[config.mk]
export PLATFORM = sky130hd
export DESIGN_NAME = gate_response_misr
export DESIGN_NICKNAME = d
export VERILOG_FILES = /design/src/rtl/gate_test_pkg.sv /design/src/rtl/misr_core.sv /design/src/rtl/gate_response_misr.sv
export SDC_FILE = /design/constraint.sdc
export NUM_CORES = 1
export LEC_CHECK = 0
export BUFFER_PORTS_ARGS = -buffer_cell sky130_fd_sc_hd__buf_2
export CAP_MARGIN = 25
export CORE_ASPECT_RATIO = 1.75
export CORE_MARGIN = 2
export CORE_UTILIZATION = 48
export DETAILED_ROUTE_END_ITERATION = 10
export PLACE_DENSITY_LB_ADDON = 0.1
export SYNTH_ARGS = -nofsm -noshare
export SYNTH_HDL_FRONTEND = slang
export SYNTH_SLANG_ARGS = --single-unit
export TNS_END_PERCENT = 100
[constraint.sdc]
create_clock -name clk -period 1.9 [get_ports clk]
set_input_delay 0.19 -clock clk [delete_from_list [all_inputs] [get_ports clk]]
set_output_delay 0.19 -clock clk [all_outputs]
set_load 0.01 [all_outputs]
[src/rtl/gate_test_pkg.sv]
// Shared types and helpers for the gate-model test path: response FSM states,
// gate model port widths and the MISR/LFSR shift step.
package gate_test_pkg;

  typedef enum logic [1:0] {
    IDLE    = 2'd0,
    CAPTURE = 2'd1,
    DONE    = 2'd2
  } state_e;

  localparam int GATE_OUT_W = 10;
  localparam int GATE_IN_W  = 13;

  // x^10 + x^3 + 1
  localparam logic [GATE_OUT_W-1:0] POLY_10 = 10'h009;

  // Galois-form shift with feedback, then XOR of the parallel input.
  // With din == 0 this is the plain LFSR step used by the pattern generator.
  function automatic logic [GATE_OUT_W-1:0] misr_step(
    input logic [GATE_OUT_W-1:0] sig,
    input logic [GATE_OUT_W-1:0] poly,
    input logic [GATE_OUT_W-1:0] din
  );
    logic [GATE_OUT_W-1:0] fb;
    fb = sig[GATE_OUT_W-1] ? poly : '0;
    return ({sig[GATE_OUT_W-2:0], 1'b0} ^ fb) ^ din;
  endfunction

endpackage

[src/rtl/misr_core.sv]
// W-bit multiple-input signature register: reseeds on load_seed, folds in one
// response word per shift_en.
module misr_core
  import gate_test_pkg::*;
#(
  parameter int             W    = GATE_OUT_W,
  parameter logic [W-1:0]   POLY = POLY_10,
  parameter logic [W-1:0]   SEED = '0
) (
  input  logic         clk,
  input  logic         rst_n,
  input  logic         load_seed,
  input  logic         shift_en,
  input  logic [W-1:0] resp,
  output logic [W-1:0] sig
);

  logic [W-1:0] r_sig;
  logic [W-1:0] w_next;

  generate
    if (W == GATE_OUT_W) begin : g_pkg_step
      assign w_next = misr_step(r_sig, POLY, resp);
    end else begin : g_generic_step
      assign w_next = ({r_sig[W-2:0], 1'b0} ^ (r_sig[W-1] ? POLY : '0)) ^ resp;
    end
  endgenerate

  always_ff @(posedge clk) begin
    if (!rst_n) begin
      r_sig <= SEED;
    end else if (load_seed) begin
      r_sig <= SEED;
    end else if (shift_en) begin
      r_sig <= w_next;
    end
  end

  assign sig = r_sig;

endmodule

[src/rtl/gate_response_misr.sv]
// Response compactor for the gate models: folds a programmed number of
// 10-bit responses into a MISR, then freezes and compares against golden.
module gate_response_misr
  import gate_test_pkg::*;
#(
  parameter int           W    = GATE_OUT_W,
  parameter logic [W-1:0] POLY = POLY_10,
  parameter logic [W-1:0] SEED = '0,
  parameter int           CW   = 16
) (
  input  logic          clk,
  input  logic          rst_n,
  input  logic          start,
  input  logic [CW-1:0] n_patterns,
  input  logic [W-1:0]  resp,
  input  logic          resp_valid,
  input  logic [W-1:0]  golden,
  output logic          busy,
  output logic          done,
  output logic          pass,
  output logic [W-1:0]  signature,
  output logic [CW-1:0] count
);

  state_e        r_state;
  logic [CW-1:0] r_target;
  logic [CW-1:0] r_count;
  logic          r_busy;
  logic          r_done;

  logic          w_accept_start;
  logic          w_shift;
  logic [CW-1:0] w_count_inc;
  logic [W-1:0]  w_sig;

  // start is honoured only outside CAPTURE; samples only inside it
  assign w_accept_start = start && (r_state != CAPTURE);
  assign w_shift        = resp_valid && (r_state == CAPTURE);
  assign w_count_inc    = r_count + 1'b1;

  misr_core #(
    .W    (W),
    .POLY (POLY),
    .SEED (SEED)
  ) u_misr (
    .clk       (clk),
    .rst_n     (rst_n),
    .load_seed (w_accept_start),
    .shift_en  (w_shift),
    .resp      (resp),
    .sig       (w_sig)
  );

  always_ff @(posedge clk) begin
    if (!rst_n) begin
      r_state  <= IDLE;
      r_target <= '0;
      r_count  <= '0;
      r_busy   <= 1'b0;
      r_done   <= 1'b0;
    end else begin
      case (r_state)
        IDLE, DONE: begin
          if (start) begin
            r_target <= n_patterns;
            r_count  <= '0;
            if (n_patterns == '0) begin
              r_state <= DONE;
              r_busy  <= 1'b0;
              r_done  <= 1'b1;
            end else begin
              r_state <= CAPTURE;
              r_busy  <= 1'b1;
              r_done  <= 1'b0;
            end
          end
        end
        CAPTURE: begin
          if (resp_valid) begin
            r_count <= w_count_inc;
            if (w_count_inc == r_target) begin
              r_state <= DONE;
              r_busy  <= 1'b0;
              r_done  <= 1'b1;
            end
          end
        end
        default: begin
          r_state <= IDLE;
          r_busy  <= 1'b0;
          r_done  <= 1'b0;
        end
      endcase
    end
  end

  assign busy      = r_busy;
  assign done      = r_done;
  assign signature = w_sig;
  assign count     = r_count;
  assign pass      = r_done && (w_sig == golden);

endmodule
==> results of run 1 <==
-- critical path: stages, from the launching register on --
cell	delay, ps
dfxtp_4	380
ha_4	180
nand3_4	140
nor2_4	150
mux2_2	370
a31oi_4	190
a2111oi_4	50
a32o_1	280
-- metal layers --
metal | wire [um] | vias up
met3 | 285 | 23
met4 | 283 | 0
met5 | 0 | -
li1 | - | 1308
met2 | 3730 | 82
met1 | 2760 | 1235
-- through the flow --
stage | area [um2] | power [mW] | setup TNS, ps | hold slack, ps | utilization
finish | 3380 | 1.93 | 0 | 134 | 0.644
global route | 3380 | 2.03 | -37.6 | 127 | 0.644
CTS | 3290 | 1.95 | 0 | 127 | 0.626
detailed placement | 3200 | 1.35 | -7.35 | 459 | 0.608
global placement | 3200 | 1.34 | 0 | 454 | 0.608
floorplan | 2660 | 1.22 | 0 | 335 | -
-- flip-flops by register name, indices dropped and copies added (netlist names) --
| name | count |
|---|---|
| r_target | 16 |
| r_state | 1 |
| count | 16 |
| done | 1 |
| u_misr.sig | 10 |
-- power by group through the flow --
stage / clock network, mW / registers (mW) / logic (mW)
2_1_floorplan: 0 / 1.01 / 0.210
6_report: 0.610 / 0.987 / 0.338
5_1_grt: 0.662 / 0.993 / 0.374
3_3_place_gp: 0 / 1.01 / 0.327
3_5_place_dp: 0 / 1.01 / 0.333
4_1_cts: 0.624 / 0.992 / 0.333
-- cells in the mapped netlist, types with 2 or more instances --
cell,n
nand2_1,48
dfxtp_1,44
xnor2_1,37
nor2_1,25
a21boi_0,18
nor2b_1,12
o21ai_0,12
a21oi_1,11
clkbuf_1,10
a211oi_1,9
nand3_1,9
a31oi_1,6
and3_1,6
nand4_1,6
nor3_1,6
buf_2,5
nor4_1,5
and2_1,4
xor2_1,4
inv_1,3
mux2i_1,3
o211ai_1,3
a21o_1,2
a22oi_1,2
and3b_1,2
and4_1,2
buf_1,2
nand2b_1,2
nand3b_1,2
nor4_2,2
o21a_1,2
o31ai_1,2
-- final cells by class --
cell class,instances,area [um2],share of cell area
clock buffer,6,72.6,0.0215
tap,55,68.8,0.0203
sequential,44,906,0.268
clock inverter,2,16.3,0.00481
inverter,3,11.3,0.00333
timing repair buffer,101,588,0.174
multi-input combinational,256,1720,0.508
-- final timing paths --
path,from,end,slack [ps],cells past startpoint
hold / removal,n_patterns[4],r_target[4],130,3
setup / recovery,count[0],done,60,7
setup reg to reg,count[0],done,60,7
hold reg to reg,r_target[5],r_target[5],480,2
-- cell families (layout without fill, tap and decap cells) --
logic type | Yosys count | count (layout) | share of synthesized area
simple gates | 136 | 136 | 0.268
compound gates | 74 | 74 | 0.200
flops | 44 | 44 | 0.339
xor+xnor | 41 | 41 | 0.138
buf+inv | 21 | 112 | 0.0342
mux | 4 | 4 | 0.0159
fa+ha+maj | 1 | 1 | 0.00481
-- cells in the final DEF, fill, tap and decap left out, types with 3 or more instances in the layout --
cell type | Yosys | routed
buf_2 | 5 | 68
nand2_1 | 48 | 48
xnor2_1 | 37 | 37
buf_4 | 1 | 33
dfxtp_1 | 44 | 32
nor2_1 | 25 | 25
a21boi_0 | 18 | 18
nor2b_1 | 12 | 12
o21ai_0 | 12 | 12
a21oi_1 | 11 | 11
a211oi_1 | 9 | 9
nand3_1 | 9 | 8
dfxtp_2 | 0 | 8
nand4_1 | 6 | 6
nor3_1 | 6 | 5
a31oi_1 | 6 | 5
and3_1 | 6 | 5
nor4_1 | 5 | 5
clkbuf_8 | 0 | 5
and2_1 | 4 | 4
xor2_1 | 4 | 4
dfxtp_4 | 0 | 4
inv_1 | 3 | 3
o211ai_1 | 3 | 3
mux2i_1 | 3 | 3
-- what timing repair did --
item	CTS	global route
pin swaps	0	4
gates resized for setup	1	18
setup buffers	0	5
endpoints found under the setup margin	1	2
==> results.toml, run 1 <==
[min_path]
hold_class = "in2reg"

[setup_path]
worstSetupEndpointType = "flop"
required_ps = 2100
worstPathArrival_ps = 2040
cp-start-kind = "flop"
cp_max_fo = 7
critPathKind = "reg2reg"

[logic_synthesis]
synth-seq-cells = 44
postSynth.asyncResetShare = 0
netlist_top_cells_area = "dfxtp_1 (34%), xnor2_1 (12%), nand2_1 (6.9%), a21boi_0 (5.2%), nor2_1 (3.6%)"
synth_cell_type_count = 47
synth_top_cell_area_share = 0.339
syn-num-nets = 362
syn_area_mm2 = 0.00260
syn_area_per_cell_um2 = 8.10
yosys_warnings = 0
yosysSeqAreaShare = 0.339
synthCells = 321
synth-edff-count = 0
synth_top_cell_by_area = "dfxtp_1"
yosys_most_used_dff = "dfxtp_1"

[clock_network]
htree_levels = 2
cts_tree = "done"
clockBufferDepth = 2
cts_sinks = 44
root_buffer = "clkbuf_8"
clkLatencyLatePin_ps = 300
cts_buffers = 5
clk_pin_slew_ps = 90
cts.hold.buffers_added = 0

[sta]
setup_viol = 0
slew-limit-headroom = 0.502
fin_worst_skew_ps = 3.31
post-route-period-util = 0.968
tightestPinTransition_ps = 742
final_max_slew_viol_count = 0
period_minus_slack_ps = 1840
hold_viol_final = 0
fmax_ghz = 0.544
layout_setup_ws_ps = 61.4

[global_routing]
met1_usage = 0.266
gr-total-overflow = 0
grt_pass1_vias = 2494
grt_max_degree = 36
grt_pass1_wl_um = 11300
track_usage = 0.243
met2_usage = 0.429
grt_antenna_before_repair = 0
grt_use_met3 = 0.0358
busiest_layer = "met2"

[detailed_routing]
drt_iter0_markers = 124
postRouteAntennaNets = 0
drc = 0
routed_wl_um = 7060
wire_per_inst_um = 15.1
routed_via_density = 5.67
num_vias = 2648
firstDrtPassIters = 4

[placed_design]
place_inst = 454
numPortBuffers = 68
dp_hpwl_um = 5410
pre_cts_ws_ps = -7.35
gp_congestion = 0.842

[final_layout]
layoutNonFillerInstCount = 467
layout-drive-gt1-share = 0.325
layout.nets = 452
fillers = 505
antenna_cells = 0
area_growth_pct = 30.1

[die]
coreArea_mm2 = 0.00526
die_area_mm2 = 0.00604
die_w_um = 59.6
initial_core_util = 0.495
dieHeight_um = 101
io_pins = 69
rows = 35

[power_and_ir_drop]
p_clk_frac = 0.315
power_switching_uw = 565
combPwrFrac = 0.175
switching_share = 0.292
p_leak_nw = 1.45
internal_power_mw = 1.37
ir_drop_uv = 382
pwr_density_cell_mw_per_mm2 = 572
pwr-share-seq = 0.510

[run_status]
status = "completed"

[run]
maxCapViolations = 0
Power figures use the tool's default switching activity.
==> run 2: changes to the inputs <==
--- a/config.mk
+++ b/config.mk
@@ -9,7 +9,7 @@
 export CAP_MARGIN = 25
 export CORE_ASPECT_RATIO = 1.75
 export CORE_MARGIN = 2
-export CORE_UTILIZATION = 48
+export CORE_UTILIZATION = 53
 export DETAILED_ROUTE_END_ITERATION = 10
 export PLACE_DENSITY_LB_ADDON = 0.1
 export SYNTH_ARGS = -nofsm -noshare
==> constraint.sdc (replaced) <==
create_clock -name clk -period 1.8 [get_ports clk]
set_input_delay 0.18 -clock clk [delete_from_list [all_inputs] [get_ports clk]]
set_output_delay 0.18 -clock clk [all_outputs]
set_load 0.01 [all_outputs]
==> results.toml, run 2 (synthesis gave the netlist of run 1 again) <==
[placed_design]
numPortBuffers = 68
place_inst = 457
gp_congestion = 0.855
dp_hpwl_um = 5400

[final_layout]
final_cell_mix = "buf_2 (68), nand2_1 (47), buf_4 (38)"
layout.nets = 457
area_growth_pct = 31.6
layoutNonFillerInstCount = 469
layout-drive-gt1-share = 0.333
final_common_cell = "buf_2"
final_util = 0.727
antenna_cells = 0
fillers = 399

[global_routing]
track_usage = 0.261
grt_pass1_vias = 2538
gr-total-overflow = 0
grt_pass1_wl_um = 11600
grt_antenna_before_repair = 0
grt_max_degree = 26

[sta]
period_minus_slack_ps = 1840
hold_viol_final = 0
setup_viol = 2
fin_worst_skew_ps = 4.80
post-route-period-util = 1.02
tns_ps = -72.5
grt_setup_unrepaired = "true"
tightestPinTransition_ps = 769
final_max_slew_viol_count = 0
fmax_ghz = 0.544
layout_setup_ws_ps = -39.5
slew-limit-headroom = 0.484

[clock_network]
root_buffer = "clkbuf_8"
cts_tree = "done"
cts.hold.buffers_added = 0
clk_pin_slew_ps = 90
cts_buffers = 5
htree_levels = 2
cts_sinks = 44
clkLatencyLatePin_ps = 300
clockBufferDepth = 2

[detailed_routing]
wire_per_inst_um = 15.0
drt_iter0_markers = 97
routed_via_density = 5.71
firstDrtPassIters = 4
postRouteAntennaNets = 0
num_vias = 2679
routed_wl_um = 7050
drc = 0

[min_path]
hold_class = "in2reg"

[die]
io_pins = 69
die_area_mm2 = 0.00550
initial_core_util = 0.552
dieHeight_um = 96.7
rows = 33
coreArea_mm2 = 0.00471
die_w_um = 56.9

[setup_path]
cp-start-kind = "flop"
required_ps = 2040
worstPathArrival_ps = 2080
critPathKind = "reg2reg"
worstSetupEndpointType = "flop"
cp_max_fo = 5

[power_and_ir_drop]
p_leak_nw = 1.46
p_total_mw = 2.05
ir_drop_uv = 584
pwr_density_cell_mw_per_mm2 = 598

[run]
maxCapViolations = 0

[run_status]
violations = "setup timing"
status = "finished, violations left"
run 2: report_power, final:
| part | switching, mW | internal, mW | leakage, nW |
|---|---|---|---|
| Sequential | 0.0371 | 1.00 | 0.364 |
| Clock | 0.355 | 0.277 | 0.0414 |
| Combinational | 0.198 | 0.177 | 1.05 |
| Total | 0.590 | 1.46 | 1.46 |
run 2: final cells by class:
type                    count  area [um2]  area share
multi-input cells         256        1730       0.505
flip-flops and latches     44         902       0.264
repair buffers            106         626       0.183
clock buffers               6        72.6      0.0212
well taps                  52        65.1      0.0190
clock inverters             2        16.3     0.00475
inverters                   3        11.3     0.00329
run 2: path summary, 6_finish.rpt:
path | slack (ps) | end | cells after the start | start
worst max-delay path | -40 | done | 7 | count[1]
worst min-delay path | 130 | r_target[2] | 3 | n_patterns[2]
worst max register to register | -40 | done | 7 | count[1]
worst min register to register | 480 | r_target[1] | 2 | r_target[1]
run 2: worst max-delay path, cell delays in order (launching register included):
cell and delay [ps]:
dfxtp_4 390, buf_4 110, and4_1 250, nand3b_1 150, a211oi_2 240, o211ai_1 190, a2111oi_4 250, a32o_1 200
run 2: repair_timing:
item	in CTS	in global routing
gates cloned	0	0
endpoints found under the setup margin	2	3
gates resized for setup	2	10
pin swaps	1	6
setup buffers	0	4
run 2: metrics by stage:
step | hold slack (ps) | area (um2) | setup WS, ps
finish | 132 | 3420 | -39.5
global route | 137 | 3420 | -128
CTS | 132 | 3360 | -2.38
detailed placement | 451 | 3260 | -0.120
global placement | 443 | 3260 | 35.7
floorplan | 325 | 2700 | 8.74
run 2: per-layer routing:
| metal | global-route usage | wire [um] | vias to the layer above |
|---|---|---|---|
| li1 | - | - | 1317 |
| met1 | 0.283 | 2690 | 1245 |
| met2 | 0.485 | 3730 | 93 |
| met3 | 0.0441 | 362 | 24 |
| met4 | 0.100 | 265 | 0 |
| met5 | 0 | 0 | - |
==> run 3: changes to the inputs <==
--- a/config.mk
+++ b/config.mk
@@ -14,5 +14,6 @@
 export PLACE_DENSITY_LB_ADDON = 0.1
 export SYNTH_ARGS = -nofsm -noshare
 export SYNTH_HDL_FRONTEND = slang
+export SYNTH_HIERARCHICAL = 1
 export SYNTH_SLANG_ARGS = --single-unit
 export TNS_END_PERCENT = 100
==> results.toml, run 3 <==
[run_status]
status = "completed"

[logic_synthesis]
syn_area_mm2 = 0.00263
synth-edff-count = 0
synthCells = 323
synth_top_cell_area_share = 0.335
synth.most_common_cell = "nand2_1"
synth_cell_type_count = 46
synth_common_cells = "nand2_1 (53), dfxtp_1 (44), xnor2_1 (31), nor2_1 (23), a21boi_0 (20)"
postSynth.asyncResetShare = 0
yosys_warnings = 6
netlist_top_cells_area = "dfxtp_1 (33%), xnor2_1 (10%), nand2_1 (7.6%), a21boi_0 (5.7%), o21ai_0 (3.4%)"
yosys_most_used_dff = "dfxtp_1"
syn-num-nets = 364
syn_area_per_cell_um2 = 8.14
synth-seq-cells = 44
synth_top_cell_by_area = "dfxtp_1"
yosysSeqAreaShare = 0.335

[min_path]
holdPathEnd = "r_target[2]"
min_from = "n_patterns[2]"
hold_class = "in2reg"
hold-path-cell-count = 3

[detailed_routing]
drc = 0
wire_per_inst_um = 15.6
routed_wl_um = 7300
postRouteAntennaNets = 0
num_vias = 2686
firstDrtPassIters = 4
routed_via_density = 5.74
drt_iter0_markers = 122

[clock_network]
htree_levels = 2
cts_tree = "done"
cts.hold.buffers_added = 0
cts_buffers = 5
clkLatencyLatePin_ps = 300
root_buffer = "clkbuf_8"
clockBufferDepth = 2
cts_sinks = 44
clk_pin_slew_ps = 90

[final_layout]
area_growth_pct = 32.0
finalInstanceArea_mm2 = 0.00347
layoutNonFillerInstCount = 468
seq_area_um2 = 892
layout.nets = 456
antenna_cells = 0
fillers = 399
final_util = 0.731
multi_input_area_mm2 = 0.00175
layout-drive-gt1-share = 0.332
final_cell_mix = "buf_2 (68), nand2_1 (53), dfxtp_1 (39)"
final_common_cell = "buf_2"

[setup_path]
timing.rr.end = "done"
cp_max_fo = 5
rrSetupSlack_ps = 20
r2r_cells = 7
worstPathArrival_ps = 2020
worstSetupEndpointType = "flop"
crit_path_cell_trace = "ha_4 -> nand3_4 -> nor4b_4 -> a21o_1 -> a22oi_2 -> a2111oi_4 -> a32o_1"
cp_slowest_cell = "dfxtp_4"
required_ps = 2050
r2r_start = "count[1]"
max_stage_delay_ps = 380
critPathKind = "reg2reg"
cp-start-kind = "flop"

[sta]
fin_worst_skew_ps = 7.03
tightestPinTransition_ps = 491
hold_viol_final = 0
setup_viol = 0
final_max_slew_viol_count = 0
post-route-period-util = 0.987
grt_setup_unrepaired = "true"
slew-limit-headroom = 0.670
fmax_ghz = 0.563
period_minus_slack_ps = 1780

[power_and_ir_drop]
switching_share = 0.254
p_leak_nw = 1.46
ir_drop_uv = 714
combPwrFrac = 0.158
pwr-share-seq = 0.451
internal_power_mw = 1.73
pwr_density_cell_mw_per_mm2 = 670
p_clk_frac = 0.392
power_switching_uw = 591

[global_routing]
grt_max_degree = 36
grt_pass1_vias = 2610
grt_pass1_wl_um = 11600
gr-total-overflow = 0
grt_antenna_before_repair = 0
track_usage = 0.264

[die]
rows = 33
dieHeight_um = 97.2
die_area_mm2 = 0.00556
io_pins = 69
initial_core_util = 0.554
coreArea_mm2 = 0.00475
die_w_um = 57.3

[placed_design]
dp_hpwl_um = 5500
placedInstanceArea_mm2 = 0.00321
place_inst = 454
gp_congestion = 0.859
numPortBuffers = 68

[run]
maxCapViolations = 0
[run 3: cell count changes after synthesis, sizes merged, moves of 3 or more]
cell / delta
o21ai: +5
nor2: -3
a31oi: -3
nor2b: -3
a21boi: +4
xnor2: -6
nand2: +5
xor2: +5
nor3: +3
[run 3: through the flow]
stage	setup TNS [ps]	worst slack [ps]	total power, mW	hold WS, ps
CTS	0	5.13	2.33	124
floorplan	0	27.9	1.28	318
global route	-221	-89.7	2.40	132
global placement	0	31.0	1.41	441
detailed placement	-133	-69.9	1.42	451
finish	0	23.7	2.33	127
[run 3: area by class of cell]
cell class,count,area share
Sequential cell,44,0.257
Clock buffer,6,0.0209
Timing Repair Buffer,104,0.177
Tap cell,52,0.0187
Clock inverter,2,0.0173
Inverter,4,0.00432
Multi-Input combinational cell,256,0.505
[run 3: per-layer routing]
metal	track usage	wire, um
met1	0.271	2750
met3	0.0386	333
met2	0.475	3810
met4	0.172	408
met5	0	0
[run 3: critical path: cells and delay by family (launching register included)]
| kind | cells | cell delay [ps] |
|---|---|---|
| AND/OR/NAND/NOR | 2 | 430 |
| AO/OA/AOI/OAI | 4 | 740 |
| flip-flops | 1 | 380 |
| adder cells (fa/ha/maj) | 1 | 170 |
[run 3: kinds of logic (layout without fill, tap and decap cells)]
kind of cell	Yosys count	after routing	share of synthesized area
AND/OR/NAND/NOR	136	136	0.267
AO/OA/AOI/OAI	75	75	0.201
flip-flops	44	44	0.335
XOR/XNOR	41	41	0.142
buffers and inverters	23	116	0.0385
multiplexers	3	3	0.0114
adder cells (fa/ha/maj)	1	1	0.00476
[run 3: how the worst max path moves through the flow]
| stage | start | to | slack [ps] | depth (start not counted) |
|---|---|---|---|---|
| after detailed placement | count[6] | done | -70 | 6 |
| after global routing | count[0] | done | -90 | 7 |
| after CTS | count[1] | done | 5 | 7 |
| after floorplan | count[3] | done | 30 | 7 |
| after global placement | count[6] | done | 30 | 6 |
| final | count[1] | done | 20 | 7 |
[run 3: power by group through the flow]
stage	clock network (mW)	logic, mW	registers, mW
after CTS	0.922	0.363	1.05
after global placement	0	0.342	1.07
after detailed placement	0	0.350	1.07
final	0.911	0.367	1.05
after global routing	0.949	0.400	1.05
after floorplan	0	0.213	1.07
[run 3: what timing repair did]
item	4_1_cts	5_1_grt
resized for setup	12	6
setup endpoints to repair	2	3
setup buffers	6	0
pin swaps	5	2
